## src/rtl/adder_share_pkg.sv

```systemverilog
// rtl/adder_share_pkg.sv - shared types and constants for the adder sharing controller
package adder_share_pkg;

    localparam int OP_W  = 8;
    localparam int SUM_W = 9;

    typedef enum logic {
        IDLE = 1'b0,
        WAIT = 1'b1
    } state_t;

    localparam logic REQ0 = 1'b0;
    localparam logic REQ1 = 1'b1;

endpackage

```

## src/rtl/adder_share_ctrl.sv

```systemverilog
// rtl/adder_share_ctrl.sv - time-shares one external adder between two requesters
module adder_share_ctrl
    import adder_share_pkg::*;
#(
    parameter int ADD_LATENCY = 2
) (
    input  logic             clk,
    input  logic             resetn,
    input  logic             req0_valid,
    input  logic [OP_W-1:0]  req0_a,
    input  logic [OP_W-1:0]  req0_b,
    output logic             req0_ready,
    input  logic             req1_valid,
    input  logic [OP_W-1:0]  req1_a,
    input  logic [OP_W-1:0]  req1_b,
    output logic             req1_ready,
    output logic             resp0_valid,
    output logic [SUM_W-1:0] resp0_sum,
    output logic             resp1_valid,
    output logic [SUM_W-1:0] resp1_sum,
    output logic [OP_W-1:0]  adder_in0,
    output logic [OP_W-1:0]  adder_in1,
    input  logic [SUM_W-1:0] adder_out,
    output logic             busy,
    output logic             grant_id
);

    localparam logic [3:0] LAT_M1 = 4'(ADD_LATENCY - 1);

    state_t     state;
    state_t     next_state;
    logic [3:0] count;
    logic       last_grant;
    logic       accept;
    logic       accept_id;
    logic       done;

    // Round-robin: on contention the requester that did not win last time goes first.
    always_comb begin
        next_state = state;
        req0_ready = 1'b0;
        req1_ready = 1'b0;
        case (state)
            IDLE: begin
                if (req0_valid && (!req1_valid || last_grant == REQ1)) begin
                    req0_ready = 1'b1;
                end else if (req1_valid) begin
                    req1_ready = 1'b1;
                end
                if (req0_ready || req1_ready) begin
                    next_state = WAIT;
                end
            end
            WAIT: begin
                if (count == 4'd0) begin
                    next_state = IDLE;
                end
            end
            default: next_state = IDLE;
        endcase
    end

    assign accept    = req0_ready | req1_ready;
    assign accept_id = req1_ready;
    assign done      = (state == WAIT) && (count == 4'd0);
    assign busy      = (state == WAIT);

    always_ff @(posedge clk or negedge resetn) begin
        if (!resetn) begin
            state       <= IDLE;
            count       <= 4'd0;
            last_grant  <= REQ1;
            grant_id    <= REQ0;
            adder_in0   <= '0;
            adder_in1   <= '0;
            resp0_valid <= 1'b0;
            resp1_valid <= 1'b0;
            resp0_sum   <= '0;
            resp1_sum   <= '0;
        end else begin
            state       <= next_state;
            resp0_valid <= 1'b0;
            resp1_valid <= 1'b0;
            if (accept) begin
                adder_in0  <= accept_id ? req1_a : req0_a;
                adder_in1  <= accept_id ? req1_b : req0_b;
                grant_id   <= accept_id;
                last_grant <= accept_id;
                count      <= LAT_M1;
            end else if (state == WAIT && count != 4'd0) begin
                count <= count - 4'd1;
            end
            // Result returns to whoever owns the operation in flight.
            if (done) begin
                if (grant_id == REQ1) begin
                    resp1_valid <= 1'b1;
                    resp1_sum   <= adder_out;
                end else begin
                    resp0_valid <= 1'b1;
                    resp0_sum   <= adder_out;
                end
            end
        end
    end

endmodule

```

## config.mk

```make
export PLATFORM = sky130hd
export DESIGN_NAME = adder_share_ctrl
export DESIGN_NICKNAME = d
export VERILOG_FILES = /design/src/rtl/adder_share_pkg.sv /design/src/rtl/adder_share_ctrl.sv
export SDC_FILE = /design/constraint.sdc
export NUM_CORES = 1
export LEC_CHECK = 0
export BUFFER_PORTS_ARGS = -buffer_cell sky130_fd_sc_hd__buf_2
export CAP_MARGIN = 20
export CORE_MARGIN = 2
export CORE_UTILIZATION = 40
export CTS_BUF_LIST = sky130_fd_sc_hd__clkbuf_4
export CTS_CLUSTER_DIAMETER = 80
export DETAILED_ROUTE_END_ITERATION = 6
export MAX_ROUTING_LAYER = met4
export PLACE_DENSITY = 0.76
export SLEW_MARGIN = 20
export SYNTH_ARGS = -nofsm -noshare
export SYNTH_HDL_FRONTEND = slang
export SYNTH_SLANG_ARGS = --single-unit
export TNS_END_PERCENT = 5
```

## constraint.sdc

```tcl
create_clock -name clk -period 2.4 [get_ports clk]
set_clock_uncertainty 0.2 [all_clocks]
set_input_delay 0.48 -clock clk [delete_from_list [all_inputs] [get_ports clk]]
set_output_delay 0.48 -clock clk [all_outputs]
set_load 0.01 [all_outputs]
```

After elaboration in Yosys (flattened, before gate mapping)
Cells that the tools add are included.
{ "word_totals": {"output_inout_bits": 40, "inputBits": 45, "elab_cells": 43, "ff_bits": 43} }
{ "classes": {"n_mux": 18, "n_addsub": 1, "bitwise_logic": 3, "n_reduce_logical": 11} }
{ "ops": {"columns": ["op", "n"], "rows": [
  ["$mux W8", 2],
  ["$mux W1", 13],
  ["$mux W4", 2],
  ["$logic_not A4 Y1", 1],
  ["$reduce_and A2 Y1", 2],
  ["$reduce_bool A4 Y1", 1],
  ["$sub A4 B1 Y4 const B", 1],
  ["$logic_and A1 B1 Y1", 3],
  ["$logic_or A1 B1 Y1", 2],
  ["$not A1 Y1", 2],
  ["$pmux W1 S2", 1],
  ["$reduce_bool A2 Y1", 1],
  ["$logic_not A1 Y1", 1],
  ["$or A1 B1 Y1", 1]
]} }

Longest topological paths before layout
{ "logic_depth": {"depth_word": 8, "ltp_mapped": 5} }

Least setup slack after synthesis
No wires, ideal clock.
{ "synth_path": {"kind": "register to register", "from": "reg count[0]", "to": "reg resp0_sum[0]", "slack_ps": 562, "arrival_time_ps": 1513, "t_required_ps": 2075, "period_less_slack_ps": 1838, "stages_incl_launch_ff": 6, "setup_time_ps": 125, "path_cell_list": "dfrtp_1 -> inv_1 -> ha_1 -> nand2_2 -> nor4_4 -> mux2_2"} }
{ "synth_between": {"elab_chain_len": 3} }
{ "synth_rtl": {"columns": ["element", "line_no", "text"], "rows": [
  ["start: declaration", "adder_share_ctrl.sv:32", "logic [3:0] count;"],
  ["start signal: assignment", "adder_share_ctrl.sv:91", "count <= count - 4'd1;"],
  ["$logic_not A4 Y1", "adder_share_ctrl.sv:65", "assign done = (state == WAIT) && (count == 4'd0);"],
  ["$logic_and A1 B1 Y1", "adder_share_ctrl.sv:65", null],
  ["$reduce_and A2 Y1 (no source line)", null, null],
  ["end signal: assignment", "adder_share_ctrl.sv:100", "resp0_sum <= adder_out;"],
  ["end: declaration", "adder_share_ctrl.sv:18", "output logic [SUM_W-1:0] resp0_sum,"]
]} }
Every way passes these cells.
A chain may end at the register's enable or synchronous reset.

Worst setup path in the final report
{ "layout_path": {"from": "reg state, in the netlist busy", "to": "out req1_ready"} }
{ "layout_between": {"elab_chain_len": 1} }
{ "layout_rtl": {"columns": ["element", "line_no", "text"], "rows": [
  ["start: declaration", "adder_share_ctrl.sv:30", "state_t state;"],
  ["start signal: assignment", "adder_share_ctrl.sv:81", "state <= next_state;"],
  ["$mux W1", "adder_share_ctrl.sv:43", "case (state)"],
  ["end: declaration", "adder_share_ctrl.sv:16", "output logic req1_ready,"]
]} }
Every way passes these cells.

==> reports/qor.txt <==
STATUS
----------------------------------------------------------------------------------------
Run status                                                                  complete, no violations

CELLS AND AREA
----------------------------------------------------------------------------------------
Layout filler cell count                                                             365
Final Instance Area                                                         0.00238 mm^2
Antenna Diode Count                                                                    0
Final Core Density                                                                 0.547
Most used cells in the layout excluding fill and tap cells                  84 x buf_2, 42 x dfrtp_1, 19 x mux2_2, 16 x o221a_2, 10 x nand2b_1
Count of non-filler cells in the finished layout                                     278
P&R area growth vs syn                                                             31.9%
Commonest non-fill, non-tap cell in the layout                                     buf_2
Layout Nets                                                                          271
Share of final-layout standard cells stronger than drive strength 1                0.606

TIMING
----------------------------------------------------------------------------------------
Number of max-slew violations in the final report                                      0
Final worst hold slack                                                          0.135 ns
Highest clock frequency the design can meet                                    0.487 GHz
Setup repair after global routing missed its margin                                false
Final Hold Violating Endpoints                                                         0
Actual transition at the worst max-transition pin                               0.653 ns
Portion of the clock cycle consumed by the worst path in the final layout          0.856
Setup violation total in the final timing report                                       0
Worst-case headroom to the max-slew limit                                          0.562
Final setup slack of the worst path                                             0.346 ns
Final setup TNS                                                                     0 ns
Minimum clock period after layout                                                2.05 ns

PWR
----------------------------------------------------------------------------------------
NetSw                                                                            1.08 mW
Relative contribution of sequential cells to total power                           0.420
Proportion of total power due to net switching                                     0.354
IR Drop Worst-Case VDD                                                          0.508 mV
Leakage power                                                                    1.18 nW
Power density over the cells                                                1280 mW/mm^2
Design internal power                                                            1.98 mW
Clock power frac                                                                   0.118
Total Power Consumption                                                          3.06 mW
Combinational fraction of design power                                             0.462

CLOCK NETWORK
----------------------------------------------------------------------------------------
TritonCTS clock tree                                                                 yes
Number of post-CTS setup repair buffers                                                0
CTS H-tree lvls                                                                        2
Clk pin slew, worst setup/hold paths                                             0.12 ns
Root Buffer Master                                                              clkbuf_4
Longest Clk Path Bufs                                                                  2
Latest clock arrival within the worst-skew pair                                  0.35 ns
Total number of clock tree sinks                                                      43
CTS-repair resized insts                                                               0
Clock buffer count from CTS                                                            5

PLACE
----------------------------------------------------------------------------------------
Half-perimeter wire length of the detailed placement result                      2890 um
Gp weighted congestion                                                             0.742
Place WS                                                                        0.362 ns
# placed instances                                                                   269
Port bufs                                                                             84
Post-place instance area                                                    0.00232 mm^2

DRT
----------------------------------------------------------------------------------------
1st-iter DRT viols                                                                    48
DRC                                                                                    0
Drt via density                                                                     5.00
Antenna Nets Post-Route                                                                0
Router iterations before antenna repair                                                4
Sum of routed wire length over all layers                                        3840 um
Wirelength per Cell                                                              13.8 um
Overall via count from detail_route                                                 1390

GLOBAL ROUTING
----------------------------------------------------------------------------------------
Number of antenna violations at the first check in global routing                      0
Met1 track demand over resource                                                    0.199
Most heavily used metal layer in global routing                                     met2
Overflow left after global routing                                                     0
Global routing met3 resource utilization                                          0.0370
Via count of the first global-routing pass                                          1337
Global-route usage over all layers                                                 0.165
Routing usage on met2                                                              0.264
Wire length of the first global-routing pass                                     6300 um
Pin count of the biggest net entering global routing                                  19

DIE
----------------------------------------------------------------------------------------
Top Ports                                                                             85
Initial core utilization                                                           0.415
Area of the die                                                             0.00507 mm^2
Number of placement rows                                                              24
Vertical die dimension                                                           71.2 um
Die width                                                                        71.2 um
Core Region                                                                 0.00435 mm^2

WORST SETUP PATH
----------------------------------------------------------------------------------------
Endpoint required time on the critical path                                      1.72 ns
Critical path capture point type                                             output port
Startpoint kind of the worst setup timing path                                 flip-flop
Critical Path AT                                                                 1.37 ns
Crit path kind                                                              flip-flop to output port
Highest net fanout along the worst path                                                9

LOGIC SYNTHESIS
----------------------------------------------------------------------------------------
Post-synthesis cell type count                                                        26
Warnings from Yosys                                                                    0
Post-Synthesis Net Count                                                             177
Number of register bits inferred by synthesis                                         43
Synth Cell Area                                                             0.00181 mm^2
Gate Count Post-Synth                                                                131
Average cell area after synthesis                                              13.8 um^2
Sequential area share after synthesis                                              0.596

FLOW RUN
----------------------------------------------------------------------------------------
Max capacitance violation total                                                        0

MIN PATH
----------------------------------------------------------------------------------------
Type of the worst min-delay path                                            input port to flip-flop

==> cell usage after synthesis <==
| cell | n | share of area |
|---|---|---|
| dfrtp_1 | 42 | 0.58 |
| nand2_2 | 1 | 0.0035 |
| o221a_2 | 16 | 0.10 |
| a21oi_1 | 1 | 0.0028 |
| inv_1 | 7 | 0.015 |
| or2b_1 | 6 | 0.025 |
| buf_2 | 2 | 0.0055 |
| o211ai_2 | 1 | 0.0069 |
| clkbuf_1 | 1 | 0.0021 |
| mux2i_1 | 2 | 0.011 |
| nand4b_1 | 1 | 0.0048 |
| nand2_1 | 4 | 0.0083 |
| nor2_1 | 7 | 0.015 |
| a21o_1 | 1 | 0.0042 |
| mux2_2 | 19 | 0.12 |
| o21bai_1 | 1 | 0.0042 |
| dfstp_2 | 1 | 0.015 |
| o21ba_2 | 1 | 0.0055 |
| nand2b_1 | 10 | 0.035 |
| nor4_4 | 1 | 0.012 |
| nand4_1 | 1 | 0.0035 |
| ha_1 | 1 | 0.0069 |
| o21a_1 | 1 | 0.0042 |
| a31oi_1 | 1 | 0.0035 |
| nor4b_1 | 1 | 0.0048 |
| nor2b_1 | 1 | 0.0035 |
==> flip-flops by register name (all words and copies together) (netlist names), 4 cells and up <==
register   count
adder_in0      8
adder_in1      8
count          4
resp0_sum      9
resp1_sum      9
==> per-layer routing <==
layer  share of wire  vias up
met1            0.42      686
met5               0        -
li1                -      666
met4           0.020        0
met3           0.041        7
met2            0.52       31
==> cell type report <==
cell class	instances	area, um^2	share of cell area
sequential	43	1080	0.452
multi-input combinational	78	689	0.289
timing repair buffer	90	468	0.196
tap	52	65.1	0.0273
clock buffer	7	52.6	0.0220
inverter	7	26.3	0.0110
clock inverter	1	5.00	0.00210
==> worst paths after layout <==
kind | depth (start not counted) | endpoint | slack, ns | start
worst max-delay path | 4 | req1_ready | 0.35 | busy$_DFF_PN0_
worst min-delay path | 2 | last_grant$_DFFE_PN1P_ | 0.14 | req0_valid
worst max register to register | 5 | resp0_sum[2]$_DFFE_PN0P_ | 0.35 | count[0]$_DFFE_PN0P_
worst min register to register | 1 | resp1_sum[6]$_DFFE_PN0P_ | 0.32 | resp1_sum[6]$_DFFE_PN0P_
max in group asynchronous | 3 | resp1_sum[5]$_DFFE_PN0P_ | 1.12 | resetn
min in group asynchronous | 2 | adder_in1[4]$_DFFE_PN0P_ | 0.33 | resetn
==> kinds of logic (layout without fill, tap and decap cells) <==
logic type / after synthesis / in the layout / synth area share
flip-flops: 43 / 43 / 0.596
AND/OR/NAND/NOR: 33 / 33 / 0.114
AO/OA/AOI/OAI: 23 / 23 / 0.131
multiplexers: 21 / 21 / 0.130
buffers and inverters: 10 / 105 / 0.0222
adder cells (fa/ha/maj): 1 / 1 / 0.00692
==> power by group through the flow <==
stage	sequential, mW	clock (mW)	combinational (mW)
final	1.28	0.361	1.41
after global routing	1.33	0.410	1.55
after CTS	1.28	0.379	1.44
after detailed placement	1.30	0	1.43
after global placement	1.29	0	1.41
after floorplan	1.44	0	0.750
==> repair_timing <==
action / in CTS / in global routing
endpoints found under the setup margin: 0 / 0
hold buffers: 1 / 0
endpoints found under the hold margin: 12 / 0
==> critical path, stage by stage (launching register included) <==
cell     delay [ns]
dfrtp_1        0.49
nor2b_1        0.23
nand2_1        0.10
inv_1          0.08
buf_2          0.12
(Power assumes the default switching activity.)
